`src/rtl/outer_product_mac_pkg.sv`:
```
// Shared widths, dimensions and FSM encoding for the 3x3 outer-product MAC.
package outer_product_mac_pkg;

  localparam int unsigned ELEM_W = 4;
  localparam int unsigned ACC_W  = 10;
  localparam int unsigned DIM    = 3;
  localparam int unsigned IDX_W  = 2;

  typedef enum logic [1:0] {
    ST_IDLE  = 2'd0,
    ST_ACCUM = 2'd1,
    ST_DRAIN = 2'd2,
    ST_DONE  = 2'd3
  } state_e;

endpackage

```
`src/rtl/outer_product_mac_cell.sv`:
```
// Single unsigned multiply-accumulate cell with synchronous clear and enable.
module mac_cell #(
  parameter int unsigned ELEM_W = outer_product_mac_pkg::ELEM_W,
  parameter int unsigned ACC_W  = outer_product_mac_pkg::ACC_W
) (
  input  logic              clk,
  input  logic              rst,
  input  logic              clr_i,
  input  logic              en_i,
  input  logic [ELEM_W-1:0] a_i,
  input  logic [ELEM_W-1:0] b_i,
  output logic [ACC_W-1:0]  acc_o
);
  import outer_product_mac_pkg::*;

  logic [2*ELEM_W-1:0] prod;
  logic [ACC_W-1:0]    acc_q;
  logic [ACC_W-1:0]    acc_d;

  assign prod = {{ELEM_W{1'b0}}, a_i} * {{ELEM_W{1'b0}}, b_i};

  always_comb begin
    acc_d = acc_q;
    if (clr_i) begin
      acc_d = '0;
    end else if (en_i) begin
      acc_d = acc_q + ACC_W'(prod);
    end
  end

  always_ff @(posedge clk) begin
    if (rst) begin
      acc_q <= '0;
    end else begin
      acc_q <= acc_d;
    end
  end

  assign acc_o = acc_q;

endmodule

```
`src/rtl/outer_product_mac.sv`:
```
// 3x3 outer-product accumulator: k rank-1 updates, then a row-major drain
// with a valid/ready handshake on the result stream.
module outer_product_mac #(
  parameter int unsigned ELEM_W = outer_product_mac_pkg::ELEM_W,
  parameter int unsigned ACC_W  = outer_product_mac_pkg::ACC_W
) (
  input  logic              clk,
  input  logic              rst,
  input  logic [ELEM_W-1:0] data_inw1,
  input  logic [ELEM_W-1:0] data_inw2,
  input  logic [ELEM_W-1:0] data_inw3,
  input  logic [ELEM_W-1:0] data_inx1,
  input  logic [ELEM_W-1:0] data_inx2,
  input  logic [ELEM_W-1:0] data_inx3,
  input  logic              ld_mac,
  input  logic              clear_mac,
  input  logic [1:0]        k_len,
  input  logic [1:0]        n_rows,
  input  logic [1:0]        n_cols,
  input  logic              result_ready,
  output logic [ACC_W-1:0]  data_out,
  output logic              out_valid,
  output logic [1:0]        out_row,
  output logic [1:0]        out_col,
  output logic              busy,
  output logic              done
);
  import outer_product_mac_pkg::*;

  logic [ELEM_W-1:0] w_vec [DIM];
  logic [ELEM_W-1:0] x_vec [DIM];
  logic [ACC_W-1:0]  acc   [DIM][DIM];

  state_e           state_q;
  logic [1:0]       k_q, nr_q, nc_q, cnt_q;
  logic [IDX_W-1:0] row_q, col_q;
  logic [ACC_W-1:0] data_out_q;
  logic             out_valid_q, busy_q, done_q;

  logic             acc_en;
  logic [IDX_W-1:0] nxt_row, nxt_col;
  logic             last_elem;
  logic [ACC_W-1:0] sel_val;

  assign w_vec[0] = data_inw1;
  assign w_vec[1] = data_inw2;
  assign w_vec[2] = data_inw3;
  assign x_vec[0] = data_inx1;
  assign x_vec[1] = data_inx2;
  assign x_vec[2] = data_inx3;

  for (genvar i = 0; i < DIM; i++) begin : g_row
    for (genvar j = 0; j < DIM; j++) begin : g_col
      mac_cell #(
        .ELEM_W (ELEM_W),
        .ACC_W  (ACC_W)
      ) u_cell (
        .clk    (clk),
        .rst    (rst),
        .clr_i  (clear_mac),
        .en_i   (acc_en),
        .a_i    (w_vec[i]),
        .b_i    (x_vec[j]),
        .acc_o  (acc[i][j])
      );
    end
  end

  always_comb begin
    acc_en = 1'b0;
    if (!clear_mac) begin
      case (state_q)
        ST_IDLE:  acc_en = ld_mac && (k_len != '0);
        ST_ACCUM: acc_en = 1'b1;
        default:  acc_en = 1'b0;
      endcase
    end
  end

  // Row-major successor of the current index and the accumulator it selects.
  always_comb begin
    nxt_row   = row_q;
    nxt_col   = col_q + 2'd1;
    if (col_q == nc_q - 2'd1) begin
      nxt_col = '0;
      nxt_row = row_q + 2'd1;
    end
    last_elem = (row_q == nr_q - 2'd1) && (col_q == nc_q - 2'd1);
    sel_val   = '0;
    for (int unsigned i = 0; i < DIM; i++) begin
      for (int unsigned j = 0; j < DIM; j++) begin
        if ((IDX_W'(i) == nxt_row) && (IDX_W'(j) == nxt_col)) begin
          sel_val = acc[i][j];
        end
      end
    end
  end

  always_ff @(posedge clk) begin
    if (rst) begin
      state_q     <= ST_IDLE;
      k_q         <= '0;
      nr_q        <= '0;
      nc_q        <= '0;
      cnt_q       <= '0;
      row_q       <= '0;
      col_q       <= '0;
      data_out_q  <= '0;
      out_valid_q <= 1'b0;
      busy_q      <= 1'b0;
      done_q      <= 1'b0;
    end else if (clear_mac) begin
      state_q     <= ST_IDLE;
      cnt_q       <= '0;
      row_q       <= '0;
      col_q       <= '0;
      data_out_q  <= '0;
      out_valid_q <= 1'b0;
      busy_q      <= 1'b0;
      done_q      <= 1'b0;
    end else begin
      done_q <= 1'b0;
      case (state_q)
        ST_IDLE: begin
          if (ld_mac) begin
            k_q    <= k_len;
            nr_q   <= n_rows;
            nc_q   <= n_cols;
            cnt_q  <= (k_len != '0) ? 2'd1 : 2'd0;
            row_q  <= '0;
            col_q  <= '0;
            busy_q <= 1'b1;
            state_q <= (k_len <= 2'd1) ? ST_DRAIN : ST_ACCUM;
          end
        end
        ST_ACCUM: begin
          cnt_q <= cnt_q + 2'd1;
          if (cnt_q + 2'd1 == k_q) begin
            state_q <= ST_DRAIN;
          end
        end
        ST_DRAIN: begin
          // First DRAIN cycle loads element (0,0); afterwards advance on handshake.
          if (!out_valid_q) begin
            if ((nr_q == '0) || (nc_q == '0)) begin
              state_q <= ST_DONE;
              busy_q  <= 1'b0;
              done_q  <= 1'b1;
            end else begin
              out_valid_q <= 1'b1;
              data_out_q  <= acc[0][0];
            end
          end else if (result_ready) begin
            if (last_elem) begin
              out_valid_q <= 1'b0;
              state_q     <= ST_DONE;
              busy_q      <= 1'b0;
              done_q      <= 1'b1;
            end else begin
              row_q      <= nxt_row;
              col_q      <= nxt_col;
              data_out_q <= sel_val;
            end
          end
        end
        default: begin
        end
      endcase
    end
  end

  assign data_out  = data_out_q;
  assign out_valid = out_valid_q;
  assign out_row   = row_q;
  assign out_col   = col_q;
  assign busy      = busy_q;
  assign done      = done_q;

endmodule

```
`config.mk`:
```
export PLATFORM = sky130hd
export DESIGN_NAME = outer_product_mac
export DESIGN_NICKNAME = d
export VERILOG_FILES = /design/src/rtl/outer_product_mac_pkg.sv /design/src/rtl/outer_product_mac_cell.sv /design/src/rtl/outer_product_mac.sv
export SDC_FILE = /design/constraint.sdc
export NUM_CORES = 1
export LEC_CHECK = 0
export CAP_MARGIN = 5
export CORE_MARGIN = 10
export CORE_UTILIZATION = 45
export CTS_BUF_LIST = sky130_fd_sc_hd__clkbuf_8
export DETAILED_ROUTE_END_ITERATION = 10
export RECOVER_POWER = 25
export SLEW_MARGIN = 20
export SYNTH_ARGS = -nofsm -noshare
export SYNTH_HDL_FRONTEND = slang
export SYNTH_HIERARCHICAL = 1
export SYNTH_SLANG_ARGS = --single-unit
```
`constraint.sdc`:
```
create_clock -name clk -period 4.7 [get_ports clk]
set_input_delay 0.94 -clock clk [delete_from_list [all_inputs] [get_ports clk]]
set_output_delay 0.94 -clock clk [all_outputs]
set_load 0.005 [all_outputs]
```
[After elaboration in Yosys (flattened, before gate mapping)]
Cells that the tools add are included.
Storage, ports and cells
  word-level logic and storage cells: 146
  flip-flop bits (word level): 117
  output and inout port bits: 17
Operators by class
  multipliers: 9
  magnitude comparators: 1
  multiplexer cells: 51
  reductions and logical operators: 29
  add/sub/neg operators: 14
  eq/ne operators: 20
  bitwise gates (word level): 2
Operators by type and width (number)
  10-bit 2-to-1 mux: 13
  10-bit by 8-bit adder with 10-bit output: 9
  4-bit by 4-bit multiplier with 8-bit output: 9
  2-bit 2-to-1 mux: 17
  2-bit inequality test (second input constant): 8
  1-bit 2-to-1 mux: 15
  2-bit case mux with 2 select lines: 3
  1-bit logical AND: 11
  2-bit logical NOT: 5
  5-bit AND reduction: 2
  3-bit inequality test (second input constant): 3
  2-bit by 1-bit adder with 2-bit output (second input constant): 3
  2-bit equality test: 3
  2-bit case mux with 3 select lines: 1
  6-bit AND reduction: 1
  2-bit nonzero test: 3
  1-bit by 2-bit equality test with 1-bit output (first input constant): 2
  2-bit equality test (first input constant): 2
  1-bit case mux with 2 select lines: 2
  4-bit AND reduction: 1
  2-bit by 1-bit subtractor with 2-bit output (second input constant): 2
  3-bit AND reduction: 1
  3-bit nonzero test: 1
  3-bit OR reduction: 1
  7 further kinds: 8

[Depth between registers and ports, before layout]
Gate-level depths: netlist of run 1.
  depth in word-level cells: 17
  gate-level depth with buffers: 12

[Cells and area by module]
Netlist of run 1, hierarchy kept.
Modules (own cells, without submodules)
  mac_cell (g_row[0].g_col[0].u_cell ...): area an instance 1136.1 µm², cells an instance 130, instances 7
  outer_product_mac: area an instance 2225.9 µm², cells an instance 290, instances 1
  mac_cell (g_row[2].g_col[1].u_cell): area an instance 1112.3 µm², cells an instance 121, instances 1
  mac_cell (g_row[2].g_col[2].u_cell): area an instance 1108.6 µm², cells an instance 121, instances 1

[Worst setup path before layout of run 1]
No wires, ideal clock.
  path kind: input to register
  from: input data_inx3[3]
  to: register g_row[0].g_col[2].u_cell.acc_q[6]
  slack: 0.934 ns
  path buffers: 0
  stages: 10
  data required time: 4.638 ns
  data arrival time: 3.704 ns
  path through: nand2_1 > fa_1 > fa_1 > inv_1 > fa_1 > ha_1 > o21ai_1 > o21ba_1 > or4_1 > nand3_1
On the way
  cells in the longest elaborated chain, start to end: 2
RTL lines
  from (decl): RTL line outer_product_mac.sv:14  | input logic [ELEM_W-1:0] data_inx3,
  4-bit by 4-bit multiplier with 8-bit output: RTL line outer_product_mac_cell.sv:20  | assign prod = {{ELEM_W{1'b0}}, a_i} * {{ELEM_W{1'b0}}, b_i};
  10-bit by 8-bit adder with 10-bit output: RTL line outer_product_mac_cell.sv:27  | acc_d = acc_q + ACC_W'(prod);
  to (signal assigned): RTL line outer_product_mac_cell.sv:33  | acc_q <= '0;
  to (signal assigned): RTL line outer_product_mac_cell.sv:35  | acc_q <= acc_d;
  to (decl): RTL line outer_product_mac_cell.sv:17  | logic [ACC_W-1:0] acc_q;
No other way between the ends.
A chain may end at the register's enable or synchronous reset.

[Worst setup path after layout of run 1]
  from: input clear_mac
  to: register g_row[1].g_col[0].u_cell.acc_q[9]
On the way
  cells in the longest elaborated chain, start to end: 1
RTL lines
  from (decl): RTL line outer_product_mac.sv:16  | input logic clear_mac,
  1-bit 2-to-1 mux: RTL line outer_product_mac.sv:71  | if (!clear_mac) begin
  named net acc_en: RTL line outer_product_mac.sv:40  | logic acc_en;
  to (signal assigned): RTL line outer_product_mac_cell.sv:33
  to (signal assigned): RTL line outer_product_mac_cell.sv:35
  to (decl): RTL line outer_product_mac_cell.sv:17
The timed path passes the listed nets, and every way through them passes these cells.

==> results of run 1 <==
==> cell usage after synthesis (4+ instances only) <==
master,n,area [sq um]
sky130_fd_sc_hd__dfxtp_1,117,2340
sky130_fd_sc_hd__o2bb2ai_1,7,61.3
sky130_fd_sc_hd__fa_1,81,1620
sky130_fd_sc_hd__o22ai_1,13,81.3
sky130_fd_sc_hd__clkbuf_1,11,41.3
sky130_fd_sc_hd__a222oi_1,6,60.1
sky130_fd_sc_hd__or3_2,7,52.6
sky130_fd_sc_hd__nor2b_1,5,31.3
sky130_fd_sc_hd__nor4_1,11,68.8
sky130_fd_sc_hd__inv_1,185,694
sky130_fd_sc_hd__a41oi_1,7,61.3
sky130_fd_sc_hd__a211oi_1,21,158
sky130_fd_sc_hd__o211a_1,7,70.1
sky130_fd_sc_hd__a221oi_1,10,87.6
sky130_fd_sc_hd__o21ai_0,37,185
sky130_fd_sc_hd__nand3b_1,8,60.1
sky130_fd_sc_hd__o21ba_1,7,70.1
sky130_fd_sc_hd__nand3_1,59,295
sky130_fd_sc_hd__or4_1,7,52.6
sky130_fd_sc_hd__a21oi_1,58,290
sky130_fd_sc_hd__o211ai_1,20,150
sky130_fd_sc_hd__mux2i_1,42,420
sky130_fd_sc_hd__nand2b_1,19,119
sky130_fd_sc_hd__a311o_1,4,40.0
sky130_fd_sc_hd__nor4b_1,9,78.8
sky130_fd_sc_hd__xnor2_1,26,228
sky130_fd_sc_hd__a211o_1,11,96.3
sky130_fd_sc_hd__o21bai_1,11,82.6
sky130_fd_sc_hd__o21ai_1,9,45.0
sky130_fd_sc_hd__buf_6,11,124
sky130_fd_sc_hd__a31oi_1,12,75.1
sky130_fd_sc_hd__and3_1,15,93.8
sky130_fd_sc_hd__o2111ai_1,8,70.1
sky130_fd_sc_hd__nor2_1,88,330
sky130_fd_sc_hd__ha_1,168,2100
sky130_fd_sc_hd__or2_1,10,62.6
sky130_fd_sc_hd__a21o_1,18,135
sky130_fd_sc_hd__or3_1,8,50.1
sky130_fd_sc_hd__buf_1,7,26.3
sky130_fd_sc_hd__xor2_1,8,70.1
sky130_fd_sc_hd__nor3_1,15,75.1
sky130_fd_sc_hd__nand2_1,89,334
sky130_fd_sc_hd__and2_1,113,707
sky130_fd_sc_hd__buf_2,6,30.0
sky130_fd_sc_hd__a22o_1,7,61.3
==> report_power, final <==
| part | switching, W | internal [W] | leakage, nW |
|---|---|---|---|
| logic | 0.000638 | 0.000483 | 5.29 |
| clock network | 0.000498 | 0.000441 | 0.180 |
| registers | 0.0000309 | 0.00101 | 0.946 |
==> routing by layer <==
metal / global-route usage, % / share of wire, %
met1: 27.8 / 44
met2: 34.3 / 47
met3: 4.13 / 7.1
met4: 6.58 / 2.1
met5: 0 / 0.034
==> through the flow <==
stage	setup WS, ns	total power (W)	hold WS, ns	util (%)	area [sq um]
2_1_floorplan	0.934	0.00186	0.442	-	12400
3_3_place_gp	0.0346	0.00216	0.474	49.9	13500
3_5_place_dp	0.00780	0.00218	0.482	49.9	13500
4_1_cts	0.434	0.00312	0.492	51.3	13900
5_1_grt	0.214	0.00331	0.531	51.3	13900
6_report	0.251	0.00311	0.489	51.3	13900
==> layout make-up <==
class	instances	share of cell area [%]
inverters	187	5.07
flip-flops and latches	117	16.9
multi-input cells	1102	66.0
well taps	341	3.08
clock inverters	12	0.767
repair buffers	91	6.34
clock buffers	19	1.89
==> cells by family after synthesis <==
logic type / synth area share (%)
DFF: 18.9
xor gates and xnor gates: 2.40
adders and majority gates: 30.0
AOI/OAI and AO/OA: 17.3
buffers and inverters: 7.51
and+or+nand+nor: 20.5
muxes: 3.39
==> worst min-delay path, delay by kind of cell, from the launching register on <==
family | cells | cell delay [ns]
AND/OR/NAND/NOR | 1 | 0.07
AO/OA/AOI/OAI | 1 | 0.05
flip-flops | 1 | 0.33
==> state kept, by name, summed over array words and instances (netlist names) <==
name,count
out_row,2
state_q,2
k_q,2
out_valid,1
cnt_q,2
g_row.g_col.u_cell/acc_o,90
busy,1
nr_q,2
data_out,10
nc_q,2
done,1
out_col,2
==> worst max path at each step <==
| stage | slack (ns) | cells after the start | end |
|---|---|---|---|
| global placement | 0.03 | 11 | g_row[1].g_col[1].u_cell/acc_o[9] |
| finish | 0.25 | 8 | g_row[1].g_col[0].u_cell/acc_o[9] |
| CTS | 0.43 | 11 | g_row[0].g_col[1].u_cell/acc_o[9] |
| detailed placement | 0.008 | 11 | g_row[1].g_col[1].u_cell/acc_o[9] |
| floorplan | 0.93 | 10 | g_row[0].g_col[2].u_cell/acc_o[6] |
| global route | 0.21 | 8 | g_row[1].g_col[0].u_cell/acc_o[9] |
==> results.md, run 1 <==
Setup path:
- The setup check on the worst reg-to-reg path leaves a slack of 1.47 ns.
- The critical path endpoint category is a register.
- The worst setup path is launched from an input pin.
- The capture instance of the worst register-to-register path is data_out[5].
- The slowest stage of the critical path is the sky130_fd_sc_hd__clkbuf_1 cell.
- The launch point of the worst path is clear_mac.
- The type of the worst setup path is input pin to register.
- Data on the critical path is required at its endpoint by 5.11 ns.
- In this run the critical register-to-register path is launched from nc_q[0].
- On the worst path, the slowest cell contributes a delay of 1.57 ns.
- The buffer and inverter count on the worst path is 4.
- The worst register-to-register path has a depth of 8.
- Data arrives at the worst endpoint at 4.86 ns.
- The critical path goes through dlygate4sd3_1, clkbuf_1, o22ai_4, buf_4, inv_1, nor2_1, a41oi_1, mux2i_1.
- In this run the worst path has a maximum fanout of 37.
- The gate family responsible for the most delay along the worst path is buffers and inverters.

STA:
- The final number of max-transition violations was 31.
- After layout, the worst path uses 94.7% of the clock period.
- The timing-limited maximum frequency is 225 MHz.
- Measured against its own limit, the worst slew margin works out to -42.6%.
- Setup repair after global routing left no endpoint under its margin.
- The final-report hold violation count was 0.
- The setup skew after layout is 0.0150 ns.
- The setup-violating endpoint count in the final report is 0.
- The measured slew at the worst slew-check pin is 2.14 ns.
- Setup total negative slack on the finished layout was measured at 0 ns.
- The smallest clock period supported by the final layout is computed as 4.45 ns.

Place:
- The count of buffers added on input and output ports is 51.
- Once detailed placement completed, the half-perimeter wirelength came to 28.0 mm.
- The number of placed instances, taps included, is 1838.
- The congestion estimate from routability-driven global placement came to 0.898.

Clock network:
- Hold repair after CTS inserted 0 buffers.
- The clock tree from TritonCTS is done.
- The total clock buffers created by CTS is 17.
- The clock passes through at most 2 buffers.
- After clock tree synthesis, the clock-pin slew on the worst setup and hold paths is 0.09 ns.
- Once the clock tree was built, the resizer swapped 0 gates to a different size.
- Buffers added to address setup during post-CTS repair amount to 0.
- The count of H-tree levels built during CTS is 4.
- The clock network latency to the later pin of the worst-skew pair is 0.47 ns.
- The clock net in this run drives a total of 117 sinks.
- The clock tree root driver cell is sky130_fd_sc_hd__clkbuf_8.

Final layout:
- The fraction of final layout cells with drive strength greater than 1 is 5.89%.
- The number of antenna diodes is 0.
- The commonest non-fill, non-tap cell in the layout is sky130_fd_sc_hd__inv_1.
- The area of combinational cells with multiple inputs is 0.00914 sq mm.
- The number of nets in the layout is 1800.
- Relative to the synthesized area, the layout overhead comes to 11.8%.
- The filler cell count in the final layout is 2629.
- Registers take 0.00234 sq mm.
- The number of non-filler instances in the completed layout is 1869.
- The library cells used most frequently in the layout, excluding fill and tap cells, are sky130_fd_sc_hd__inv_1, sky130_fd_sc_hd__ha_1, sky130_fd_sc_hd__dfxtp_1.

Synth:
- In the synthesized netlist the async set-or-reset flop fraction comes to 0%.
- For this run, the number of Yosys warnings is 6.
- The synthesized area per cell is 8.60 sq um.
- Summing every instance area after synthesis gives 0.0124 sq mm.
- Counting flops with a built-in enable in the synthesized netlist gives 0.
- The instance count of the mapped netlist is 1442.
- The most used flip-flop cell after synthesis is sky130_fd_sc_hd__dfxtp_1.
- After synthesis, flip-flops and latches occupy 18.9% of the total area.
- The number of flip-flops and latches in the synthesized netlist is 117.
- The number of distinct standard cells referenced by the synthesized netlist is 74.
- Synthesis produced a netlist with a net count of 1726.

Drt:
- The DRC marker count from the first detailed-route iteration is 725.
- The final layout contains routed wiring with a total length of 35.8 mm.
- Dividing the detail-routed via count by the number of cells gives 5.81.
- The antenna violation net count after detailed routing is 0.
- Across all layers, the routed design uses 10900 vias.
- The wire length per cell after detailed routing is 19.1 um.
- The post-route DRC violation count is 0.
- The detailed-routing iteration count for the pre-antenna-repair pass is 7.

Floorplan:
- The die covers 0.0346 sq mm.
- The region available for standard cell placement spans 0.0270 sq mm.
- The number of I/O pins is 52.
- The die span in y is 186 um.
- The number of placement rows is 60.
- The initial standard-cell utilization of the core is 45.9%.
- The die is 186 um wide.

Min path:
- The worst hold path passes through 2 cells.
- The path class of the tightest hold or removal check is register to register.
- The path with the worst hold slack has its endpoint at g_row[0].g_col[2].u_cell/acc_o[4].
- The start point of the worst hold path is g_row[0].g_col[2].u_cell/acc_o[4].

Run:
- The number of max-capacitance violations reported is 1.

Global route:
- Global routing finished with a remaining overflow of 0.
- Entering global routing, the biggest net connects 38 pins.
- The number of global-route vias before repair is 10500.
- The number of antenna violations at the first check in global routing is 1.
- The total global routing track utilization is 21.2%.
- The first global-routing pass estimated 57.4 mm of wire.

Power and ir drop:
- The static power due to leakage is 6.41 nW.
- IR analysis of the VDD net gives a maximum drop of 0.145 mV.
- In this run the power density over the cells is 224 mW/mm^2.

Outcome:
- The checks that failed: max-capacitance violations, max-slew violations.
- The flow ran to the end, but the final reports show violations.
No activity file was read; power rests on OpenSTA's default activity.
==> run 2, diff against run 1 <==
--- a/config.mk
+++ b/config.mk
@@ -9,6 +9,7 @@
 export CORE_MARGIN = 10
 export CORE_UTILIZATION = 45
 export CTS_BUF_LIST = sky130_fd_sc_hd__clkbuf_8
+export CTS_CLUSTER_SIZE = 24
 export DETAILED_ROUTE_END_ITERATION = 10
 export RECOVER_POWER = 25
 export SLEW_MARGIN = 20
==> results of run 2 <==
The final DEF is identical to that of run 1; final timing and power are the same.
==> run 3, diff against run 2 <==
--- a/config.mk
+++ b/config.mk
@@ -5,12 +5,14 @@
 export SDC_FILE = /design/constraint.sdc
 export NUM_CORES = 1
 export LEC_CHECK = 0
+export ABC_AREA = 1
 export CAP_MARGIN = 5
 export CORE_MARGIN = 10
-export CORE_UTILIZATION = 45
+export CORE_UTILIZATION = 60
 export CTS_BUF_LIST = sky130_fd_sc_hd__clkbuf_8
 export CTS_CLUSTER_SIZE = 24
 export DETAILED_ROUTE_END_ITERATION = 10
+export PLACE_DENSITY = 0.79
 export RECOVER_POWER = 25
 export SLEW_MARGIN = 20
 export SYNTH_ARGS = -nofsm -noshare
==> results.md, run 3 <==
Outcome:
- The flow ran to the end, and the final reports show no timing, DRC or antenna violations.

Power and ir drop:
- The combinational cell fraction of total power is 40.5% (+4.4 points).
- The internal power component is 0.00208 W (+7.5%).
- The sequential group share of total power is 31.1% (-2.6 points).
- The reported net switching power is 0.00135 W (+16%).
- The static power due to leakage is 8.52 nW (+33%).
- The power per cell area is 234 mW/mm^2 (+4.4%).
- The part of the power in the clock network is 28.3% (-1.9 points).
- The maximum vdd drop is 0.164 mV (+13%).
- The sum of internal, switching and leakage power came to 0.00343 W (+11%).
- The share of total power consumed by net switching was 39.3% (+1.7 points).

Final layout:
- The number of flip-flops under the largest register name is 90 (unchanged).
- The area of all placed cells without fillers was 0.0147 sq mm (+5.9%).
- The final design utilization came to 67.2% (+16 points).
- The library cells used most frequently in the layout, excluding fill and tap cells, are sky130_fd_sc_hd__nand2_1, sky130_fd_sc_hd__inv_1, sky130_fd_sc_hd__ha_1.
- The fraction of final layout cells with drive strength greater than 1 is 8.60% (+2.7 points).
- The library cell used most frequently in the layout, excluding fill and tap cells, is sky130_fd_sc_hd__nand2_1.
- The area taken by flip-flops and latches is 0.00234 sq mm (unchanged).
- The number of nets in the layout was 2294 (+27%).
- The area added between synthesis and finish is 10.4%.
- The filler cell count in the final layout is 1877 (-29%).
- The number of antenna diodes is 0 (unchanged).
- The area of combinational cells with multiple inputs came to 0.00905 sq mm (-1.0%).

Global route:
- The maximum number of pins on one net before global-route repair was 120 (+220%).
- The total global routing track utilization is 25.0% (+3.8 points).
- The total congestion overflow after global routing is 0 (unchanged).
- The number of global-route vias before repair was 11900 (+13%).
- The number of antenna violations at the first check in global routing was 1 (unchanged).
- The wire length of the first global-routing pass is 58.3 mm (+1.5%).

Clock network:
- TritonCTS built the clock tree.
- The clock network latency to the later pin of the worst-skew pair was 0.46 ns (about the same).
- The count of H-tree levels built during CTS is 4 (unchanged).
- The count of hold-fix buffers inserted at cts is 0 (unchanged).
- The setup fix buffers added after clock tree synthesis is 0 (unchanged).
- The clock tree root driver cell is sky130_fd_sc_hd__clkbuf_8.
- The total clock buffers created by CTS is 17 (unchanged).
- The post-cts repair resize count is 0 (unchanged).
- The buffer levels on the longest clock path is 2 (unchanged).
- The number of clock sinks is 117 (unchanged).
- The clock transition at the registers of the reported paths came to 0.08 ns (about the same).

Place:
- The number of port buffers was 51 (unchanged).
- The instance area at placement is 0.0143 sq mm (+5.8%).
- The weighted congestion reported at the end of routability-driven placement is 0.978 (+8.9%).
- The detailed-placement wirelength estimate was 28.4 mm (+1.4%).

Synth:
- Ranked by total cell area, the synthesized netlist is headed by sky130_fd_sc_hd__dfxtp_1, sky130_fd_sc_hd__ha_1, sky130_fd_sc_hd__nand2_1.
- The number of distinct standard cells referenced by the synthesized netlist is 49 (-34%).
- The most used flip-flop cell after synthesis is sky130_fd_sc_hd__dfxtp_1.
- The net count of the mapped netlist is 2210 (+28%).
- In the synthesized netlist, the cells that appear most often are sky130_fd_sc_hd__nand2_1, sky130_fd_sc_hd__inv_1, sky130_fd_sc_hd__ha_1.
- The share of the synthesized area in the top cell type came to 17.6% (-1.3 points).
- Among all cell types in the netlist, the one instantiated most often is sky130_fd_sc_hd__nand2_1.
- The number of flip-flops and latches in the synthesized netlist is 117 (unchanged).
- The total number of yosys warnings was 6 (unchanged).
- The synthesized area per cell is 6.90 sq um (-20%).
- The instance count of the mapped netlist is 1926 (+34%).
- Summed over all instances, the cell type with the most area after synthesis is sky130_fd_sc_hd__dfxtp_1.
- The count of flip-flops with a built-in enable after synthesis came to 0 (unchanged).
- The mapped cell area is 0.0133 sq mm (+7.2%).
- The post-synthesis sequential area ratio is 17.6% (-1.3 points).
- The share of synthesized flip-flops with an asynchronous set or reset is 0% (unchanged).

Run:
- The number of max-capacitance violations reported is 0 (-1).

Setup path:
- The internal reg-to-reg setup slack is 1.71 ns (+0.24 ns).
- The startpoint type of the worst setup path is an input pin.
- The maximum fanout along the worst path came to 6 (-84%).
- The arrival time reported for the critical path endpoint is 4.50 ns (-0.36 ns).
- STA classifies the critical path endpoint as a register.
- The endpoint identified for the worst register-to-register timing path is g_row[2].g_col[0].u_cell/acc_o[3].
- The type of the worst setup path is input pin to register.
- The launch point of the worst path is data_inx2[1].
- The worst reg-to-reg path cell count is 10 (+2).
- The data required time of the worst path is 5.07 ns (-0.04 ns).
- The reg-to-reg critical path startpoint is state_q[0].
- In this run the worst setup path terminates at g_row[1].g_col[1].u_cell/acc_o[6].

Floorplan:
- The horizontal extent of the die is 169 um (-9.2%).
- The number of I/O pins is 52 (unchanged).
- The core box area is 0.0218 sq mm (-19%).
- The initial standard-cell utilization of the core is 60.9% (+15 points).
- The die span in y was 169 um (-9.2%).
- The die footprint came to 0.0285 sq mm (-18%).
- The number of placement rows came to 54 (-10%).

STA:
- The setup skew after layout is 0.0124 ns (-0.00257 ns).
- The relative slew slack was 22.7% (+65 points).
- The aggregate negative setup slack came to 0 ns (unchanged).
- The final-report hold violation count is 0 (unchanged).
- The measured slew at the worst slew-check pin is 1.16 ns (-0.984 ns).
- The setup-violating endpoint count in the final report is 0 (unchanged).
- The clock period minus final worst setup slack came to 4.13 ns (-0.322 ns).
- Setup repair after global routing left no endpoint under its margin.
- The timing-limited maximum frequency is 242 MHz (+7.8%).
- The final number of max-transition violations was 0 (-100%).
- The share of the clock period used by the worst path after layout is 87.8% (-6.8 points).

Drt:
- The post-route DRC violation count is 0 (unchanged).
- The detailed-routing iteration count for the pre-antenna-repair pass was 5 (-2).
- The wire length after detailed routing is 35.1 mm (-1.9%).
- The antenna violation net count after detailed routing is 0 (unchanged).
- The via total after detailed routing is 12300 (+13%).
- The DRC marker count from the first detailed-route iteration was 893 (+23%).
- The wire length per cell after detailed routing came to 15.2 um (-20%).
- The vias per cell was 5.32 (-8.5%).

Min path:
- In this run the worst hold path is classified as register to register.
## run 3: layer usage
metal / vias to the layer above / GRT usage [%] / share of wire (%) / wire length [um]
met4: 2 / 9.65 / 3.6 / 1260
li1: 6075 / - / - / -
met2: 375 / 42.7 / 48 / 16800
met3: 73 / 4.93 / 6.7 / 2330
met1: 5725 / 30.3 / 42 / 14700
met5: - / 0 / 0.037 / 13
## run 3: cell families after synthesis
logic type               Yosys count  synth area share [%]
flip-flops                       117                  17.6
AND/OR/NAND/NOR                  880                  30.7
buffers and inverters            475                  14.4
AO/OA/AOI/OAI                    183                  7.84
adder cells (fa/ha/maj)          249                  28.0
XOR/XNOR                          22                  1.45
## run 3: area by class of cell
type	count	area share (%)
clock buffers	19	1.78
flip-flops and latches	117	16.0
clock inverters	13	0.896
inverters	456	12.1
well taps	280	2.39
multi-input cells	1334	61.7
repair buffers	84	5.23
## run 3: power groups by stage
stage               logic [W]  clock network, W  registers [W]
floorplan             0.00105                 0        0.00108
global placement      0.00133                 0        0.00109
detailed placement    0.00138                 0        0.00109
CTS                   0.00139          0.000981        0.00107
global route          0.00158           0.00103        0.00107
finish                0.00139          0.000973        0.00107
## run 3: how the worst min path moves through the flow
stage | start | end | slack [ns] | cells past startpoint
floorplan | nc_q[1] | nc_q[1] | 0.44 | 2
global placement | busy | busy | 0.45 | 2
detailed placement | busy | busy | 0.46 | 2
CTS | busy | busy | 0.47 | 2
global route | k_q[0] | k_q[0] | 0.50 | 2
finish | busy | busy | 0.47 | 2
## run 3: through the flow
stage | hold WS (ns) | worst slack (ns) | cells
after global placement | 0.451 | 0.205 | 2271
after detailed placement | 0.456 | 0.147 | 2271
after global routing | 0.497 | 0.408 | 2303
after CTS | 0.468 | 0.624 | 2303
final | 0.470 | 0.573 | 2303
after floorplan | 0.441 | 0.830 | 1926
## run 3: critical path, stage by stage
cell and delay, ns:
sky130_fd_sc_hd__clkdlybuf4s50_1 0.74, sky130_fd_sc_hd__nand2_1 0.15, sky130_fd_sc_hd__fa_1 0.53, sky130_fd_sc_hd__fa_1 0.56, sky130_fd_sc_hd__inv_1 0.06, sky130_fd_sc_hd__fa_1 0.46, sky130_fd_sc_hd__ha_1 0.35, sky130_fd_sc_hd__or2_4 0.28
sky130_fd_sc_hd__nand3b_1 0.12, sky130_fd_sc_hd__nand2_1 0.06, sky130_fd_sc_hd__nand2_1 0.05, sky130_fd_sc_hd__nand3_1 0.07, sky130_fd_sc_hd__nand2_1 0.09, sky130_fd_sc_hd__inv_1 0.03
